===== config.mk =====
export PLATFORM = sky130hd
export DESIGN_NAME = hazard_ctrl
export DESIGN_NICKNAME = d
export VERILOG_FILES = /design/src/rtl/hazard_pkg.sv /design/src/rtl/hazard_loaduse_detect.sv /design/src/rtl/hazard_ctrl.sv
export SDC_FILE = /design/constraint.sdc
export NUM_CORES = 1
export LEC_CHECK = 0
export ABC_CLOCK_PERIOD_IN_PS = 5550
export BUFFER_PORTS_ARGS = -buffer_cell sky130_fd_sc_hd__buf_2
export CORE_MARGIN = 4
export CORE_UTILIZATION = 54
export CTS_CLUSTER_DIAMETER = 30
export DETAILED_ROUTE_END_ITERATION = 8
export PLACE_DENSITY_LB_ADDON = 0.05
export SETUP_SLACK_MARGIN = 0.1
export SLEW_MARGIN = 5
export SYNTH_ARGS = -nofsm -noshare
export SYNTH_HDL_FRONTEND = slang
export SYNTH_SLANG_ARGS = --single-unit

===== constraint.sdc =====
create_clock -name i_clk -period 5.55 [get_ports i_clk]
set_clock_uncertainty 0.05 [all_clocks]
set_input_delay 0.8325 -clock i_clk [delete_from_list [all_inputs] [get_ports i_clk]]
set_output_delay 0.8325 -clock i_clk [all_outputs]
set_load 0.005 [all_outputs]

===== src/rtl/hazard_pkg.sv =====
// Shared definitions for the pipeline hazard controller: FSM state encoding,
// the canonical NOP instruction and default register-address width.
package hazard_pkg;

  typedef enum logic [1:0] {
    RUN,
    MEM_WAIT,
    TRAP
  } hazard_state_t;

  // addi x0, x0, 0
  localparam logic [31:0] NOP_INSTR = 32'h0000_0013;

  localparam int unsigned REG_ADDR_W_DEF = 5;

endpackage


===== src/rtl/hazard_loaduse_detect.sv =====
// Combinational load-use detector: flags an ID-stage read of a register that
// the load currently in EX has not yet produced.
module hazard_loaduse_detect
  import hazard_pkg::*;
#(
  parameter int unsigned REG_ADDR_W = REG_ADDR_W_DEF
) (
  input  logic [REG_ADDR_W-1:0] i_rs1_addr,
  input  logic [REG_ADDR_W-1:0] i_rs2_addr,
  input  logic                  i_rs1_used,
  input  logic                  i_rs2_used,
  input  logic                  i_is_store,
  input  logic [REG_ADDR_W-1:0] i_rd_addr,
  input  logic                  i_mem_read,
  output logic                  o_load_use
);

  logic w_rd_live;
  logic w_lu1;
  logic w_lu2;

  assign w_rd_live = i_mem_read && (i_rd_addr != '0);
  assign w_lu1     = w_rd_live && i_rs1_used && (i_rd_addr == i_rs1_addr);
  // Store data reaches MEM through MEM-to-MEM forwarding, so no stall needed.
  assign w_lu2     = w_rd_live && i_rs2_used && (i_rd_addr == i_rs2_addr) && !i_is_store;
  assign o_load_use = w_lu1 || w_lu2;

endmodule


===== src/rtl/hazard_ctrl.sv =====
// Pipeline hazard controller for the 5-stage RV32I core: load-use stalls,
// EX redirect flushes, data-memory wait freeze with timeout trap, stall counter.
module hazard_ctrl
  import hazard_pkg::*;
#(
  parameter int unsigned REG_ADDR_W   = REG_ADDR_W_DEF,
  parameter int unsigned MAX_MEM_WAIT = 15,
  parameter int unsigned PERF_W       = 16
) (
  input  logic                  i_clk,
  input  logic                  i_rst_n,
  input  logic [REG_ADDR_W-1:0] i_rs1_IFID_addr,
  input  logic [REG_ADDR_W-1:0] i_rs2_IFID_addr,
  input  logic                  i_rs1_used_IFID,
  input  logic                  i_rs2_used_IFID,
  input  logic                  i_is_store_IFID,
  input  logic [REG_ADDR_W-1:0] i_rd_waddr_IDEX,
  input  logic                  i_clu_MemRead_IDEX,
  input  logic                  i_branch_taken_EX,
  input  logic                  i_dmem_req_EXMEM,
  input  logic                  i_dmem_ready,
  output logic                  o_stall_PC,
  output logic                  o_stall_IFID,
  output logic                  o_stall_IDEX,
  output logic                  o_stall_EXMEM,
  output logic                  o_flush_IFID,
  output logic                  o_flush_IDEX,
  output logic                  o_bubble_MEMWB,
  output logic                  o_mem_timeout,
  output logic [PERF_W-1:0]     o_stall_count
);

  hazard_state_t     r_state;
  hazard_state_t     w_next_state;
  logic [7:0]        r_wait_cnt;
  logic [7:0]        w_wait_next;
  logic              r_mem_timeout;
  logic              w_set_timeout;
  logic [PERF_W-1:0] r_stall_count;

  logic w_load_use;
  logic w_mem_stall;
  logic w_freeze;
  logic w_redirect;
  logic w_lu_stall;

  hazard_loaduse_detect #(
    .REG_ADDR_W (REG_ADDR_W)
  ) u_loaduse (
    .i_rs1_addr (i_rs1_IFID_addr),
    .i_rs2_addr (i_rs2_IFID_addr),
    .i_rs1_used (i_rs1_used_IFID),
    .i_rs2_used (i_rs2_used_IFID),
    .i_is_store (i_is_store_IFID),
    .i_rd_addr  (i_rd_waddr_IDEX),
    .i_mem_read (i_clu_MemRead_IDEX),
    .o_load_use (w_load_use)
  );

  assign w_mem_stall = i_dmem_req_EXMEM && !i_dmem_ready;

  always_comb begin
    w_freeze      = 1'b0;
    w_redirect    = 1'b0;
    w_lu_stall    = 1'b0;
    w_set_timeout = 1'b0;
    w_next_state  = r_state;
    w_wait_next   = r_wait_cnt;
    case (r_state)
      RUN: begin
        if (w_mem_stall) begin
          w_freeze     = 1'b1;
          w_next_state = MEM_WAIT;
          w_wait_next  = 8'd1;
        end else if (i_branch_taken_EX) begin
          w_redirect = 1'b1;
        end else if (w_load_use) begin
          w_lu_stall = 1'b1;
        end
      end
      MEM_WAIT: begin
        // Release cycle: EX was held, so the redirect/load-use it carries acts now.
        if (i_dmem_ready) begin
          w_next_state = RUN;
          w_wait_next  = '0;
          if (i_branch_taken_EX) begin
            w_redirect = 1'b1;
          end else if (w_load_use) begin
            w_lu_stall = 1'b1;
          end
        end else if (r_wait_cnt == 8'(MAX_MEM_WAIT)) begin
          w_freeze      = 1'b1;
          w_set_timeout = 1'b1;
          w_next_state  = TRAP;
        end else begin
          w_freeze    = 1'b1;
          w_wait_next = r_wait_cnt + 8'd1;
        end
      end
      TRAP: begin
        w_freeze = 1'b1;
      end
      default: begin
        w_next_state = RUN;
        w_wait_next  = '0;
      end
    endcase

    o_stall_PC     = w_freeze || w_lu_stall;
    o_stall_IFID   = w_freeze || w_lu_stall;
    o_stall_IDEX   = w_freeze;
    o_stall_EXMEM  = w_freeze;
    o_flush_IFID   = w_redirect;
    o_flush_IDEX   = w_redirect || w_lu_stall;
    o_bubble_MEMWB = w_freeze;

    if (!i_rst_n) begin
      o_stall_PC     = 1'b0;
      o_stall_IFID   = 1'b0;
      o_stall_IDEX   = 1'b0;
      o_stall_EXMEM  = 1'b0;
      o_flush_IFID   = 1'b1;
      o_flush_IDEX   = 1'b1;
      o_bubble_MEMWB = 1'b0;
    end
  end

  always_ff @(posedge i_clk or negedge i_rst_n) begin
    if (!i_rst_n) begin
      r_state       <= RUN;
      r_wait_cnt    <= '0;
      r_mem_timeout <= 1'b0;
      r_stall_count <= '0;
    end else begin
      r_state    <= w_next_state;
      r_wait_cnt <= w_wait_next;
      if (w_set_timeout) begin
        r_mem_timeout <= 1'b1;
      end
      if (o_stall_PC && (r_stall_count != '1)) begin
        r_stall_count <= r_stall_count + PERF_W'(1);
      end
    end
  end

  assign o_mem_timeout = r_mem_timeout;
  assign o_stall_count = r_stall_count;

endmodule


==> results.cfg <==
[status]
run_status = complete, no violations

[setup_path]
critPathKind = in -> out
cp-startpoint = i_rd_waddr_IDEX[0]
rr_worst_depth = 6
r2r-end = r_wait_cnt[5]$_DFFE_PN0P_
crit_path_start_kind = input port
cp_max_fo = 17
critPathArrivalTime_ns = 2.20
crit_required_ns = 4.67
cp-endpoint = o_stall_PC
ff2ff_setup_slack_ns = 3.32
timing.rr.start = r_state[0]$_DFFE_PN0P_
setup.worst_path.end_class = output pin

[drt]
drtPass1Iterations = 4
via_per_inst = 5.59
drtAntennaViolNets = 0
drt_iter0_drc = 30
wl_mm = 3.26
wl_per_cell_um = 13.9
vias = 1314
drc_errors = 0

[cts]
hold_buffers = 0
clockBufferDepth = 2
clock_latency_ns = 0.33
htree_levels = 1
clockRootBuffer = clkbuf_4
clkTransAtPathRegs_ns = 0.15
cts-resized-gates = 0
cts_tree = built
clock_sinks = 27
cts_setup_buffers = 0
cts_buffers = 3

[power]
ir_drop_v = 0.000215
powerDensity_nw_per_um2 = 242
leakage_nw = 0.897
p_total_mw = 0.432

[yosys]
yosysWarnings = 0
synthesis.nets = 185
syn_inst = 159
syn_area_per_cell_sq_um = 9.53
synth-seq-cells = 27
ys_seq_area_share_pct = 44.6
syn_area_sq_um = 1520
ys_types = 31

[cells_and_area]
drive_above_1_share_pct = 27.3
fin_nets = 232
num_antenna_cells = 0
final_cell_mix = buf_2, dfrtp_1, xnor2_1
area.growth.synth_to_final_pct = 17.8
fin_area_sq_um = 1780
mostFrequentLayoutCell = buf_2

[die]
rows = 18
die_w_um = 61.0
die_h_um = 61.0
boundaryPins = 48
core_sq_um = 2570
start_util_pct = 59.0
dieArea_sq_um = 3720

[hold_path]
hp-class = in -> async

[global_route]
use_met3_pct = 3.40
grt_pass1_wl_mm = 5.18
grt_usage_pct = 18.5
grt.busiest_layer = met2
met1_usage_pct = 23.0
grt_pass1_vias = 1243
antenna_found_initial = 0
grt_use_met2_pct = 31.1
grt_overflow = 0
grt_max_degree = 31

[placement]
numPortBuffers = 47
hpwlAfterDp_mm = 2.51
place_ws_ns = 2.46
place_congestion = 0.803
postPlaceCellArea_sq_um = 1760

[run]
drv_cap = 0

[sta]
fmax_mhz = 324
fin_ws_ns = 2.47
rsz0062_at_grt = no
finalSetupViolCount = 0
slew_viol_final = 0
period_share_pct = 55.6
period_needed_ns = 3.08
final_hold_viol_count = 0
relSlewSlack_pct = 57.4
tightest_slew_ns = 0.632
fin_setup_tns_ns = 0
==> power breakdown <==
part | internal (mW) | switching (mW) | total, mW
combinational | 0.0517 | 0.0514 | 0.103
clock | 0.0271 | 0.0600 | 0.0871
sequential | 0.218 | 0.0235 | 0.242
==> flip-flops by register name (all words and copies together), names as in the netlist <==
signal         count
o_mem_timeout      1
o_stall_count     16
r_state            2
r_wait_cnt         8
==> metal layers <==
| layer | up-vias | part of all wire [%] |
|---|---|---|
| met5 | - | 0 |
| li1 | 649 | - |
| met3 | 5 | 9.5 |
| met1 | 609 | 43 |
| met4 | 0 | 1.6 |
| met2 | 51 | 46 |
==> cell usage after synthesis, drive strengths merged <==
library cell   n  area, sq um
or3            2         12.5
or4            2         18.8
nand4          6         37.5
or3b           1         8.76
nand2         15         56.3
nor4b          2         17.5
and2           2         12.5
xor2           3         26.3
nand3b         1         7.51
inv            3         11.3
nand3         15         75.1
nor2           9         33.8
a31o           1         8.76
clkbuf         1         3.75
ha             2         25.0
o22ai          1         6.26
and3          15         93.8
o21ai         12         63.8
xnor2         26          228
nor2b          1         6.26
a21oi          1         5.00
dfrtp         27          676
mux2           2         22.5
nand2b         1         6.26
o21a           1         7.51
buf            4         27.5
a21o           1         7.51
nor3           2         10.0
==> worst max-delay path, cell delays in order <==
cell and delay [ns]:
buf_2 0.12, or4_1 0.51, nor2_1 0.12, nor4b_1 0.08
a31o_2 0.37, buf_2 0.17
==> how the worst min path moves through the flow <==
stage                                         end  slack (ns)  cells past startpoint
global placement        o_mem_timeout$_DFFE_PN0P_        0.39                      1
CTS                 o_stall_count[12]$_DFFE_PN0P_        0.45                      1
finish              o_stall_count[12]$_DFFE_PN0P_        0.43                      1
floorplan               o_mem_timeout$_DFFE_PN0P_        0.41                      1
global route        o_stall_count[12]$_DFFE_PN0P_        0.46                      1
detailed placement      o_mem_timeout$_DFFE_PN0P_        0.42                      1
==> layout make-up <==
| type | instances | area (sq um) |
|---|---|---|
| clock buffers | 3 | 22.5 |
| clock inverters | 1 | 5.00 |
| fillers | 217 | 783 |
| inverters | 3 | 11.3 |
| multi-input cells | 124 | 797 |
| flip-flops and latches | 27 | 676 |
| well taps | 30 | 37.5 |
| repair buffers | 47 | 235 |
==> metrics by stage <==
stage | hold WS [ns] | util (%) | cells
2_1_floorplan | 0.409 | - | 159
4_1_cts | 0.451 | 69.5 | 235
5_1_grt | 0.457 | 69.5 | 235
6_report | 0.432 | 69.5 | 235
3_3_place_gp | 0.395 | 68.4 | 231
3_5_place_dp | 0.417 | 68.4 | 231
==> kinds of logic (layout without fill, tap and decap cells) <==
group / after synthesis / in the layout / synth area share [%]
adders and majority gates: 2 / 2 / 1.65
and+or+nand+nor: 74 / 74 / 26.2
DFF: 27 / 27 / 44.6
AOI/OAI and AO/OA: 17 / 17 / 6.52
muxes: 2 / 2 / 1.49
xor gates and xnor gates: 29 / 29 / 16.8
buffers and inverters: 8 / 54 / 2.81
Power figures use the tool's default switching activity.
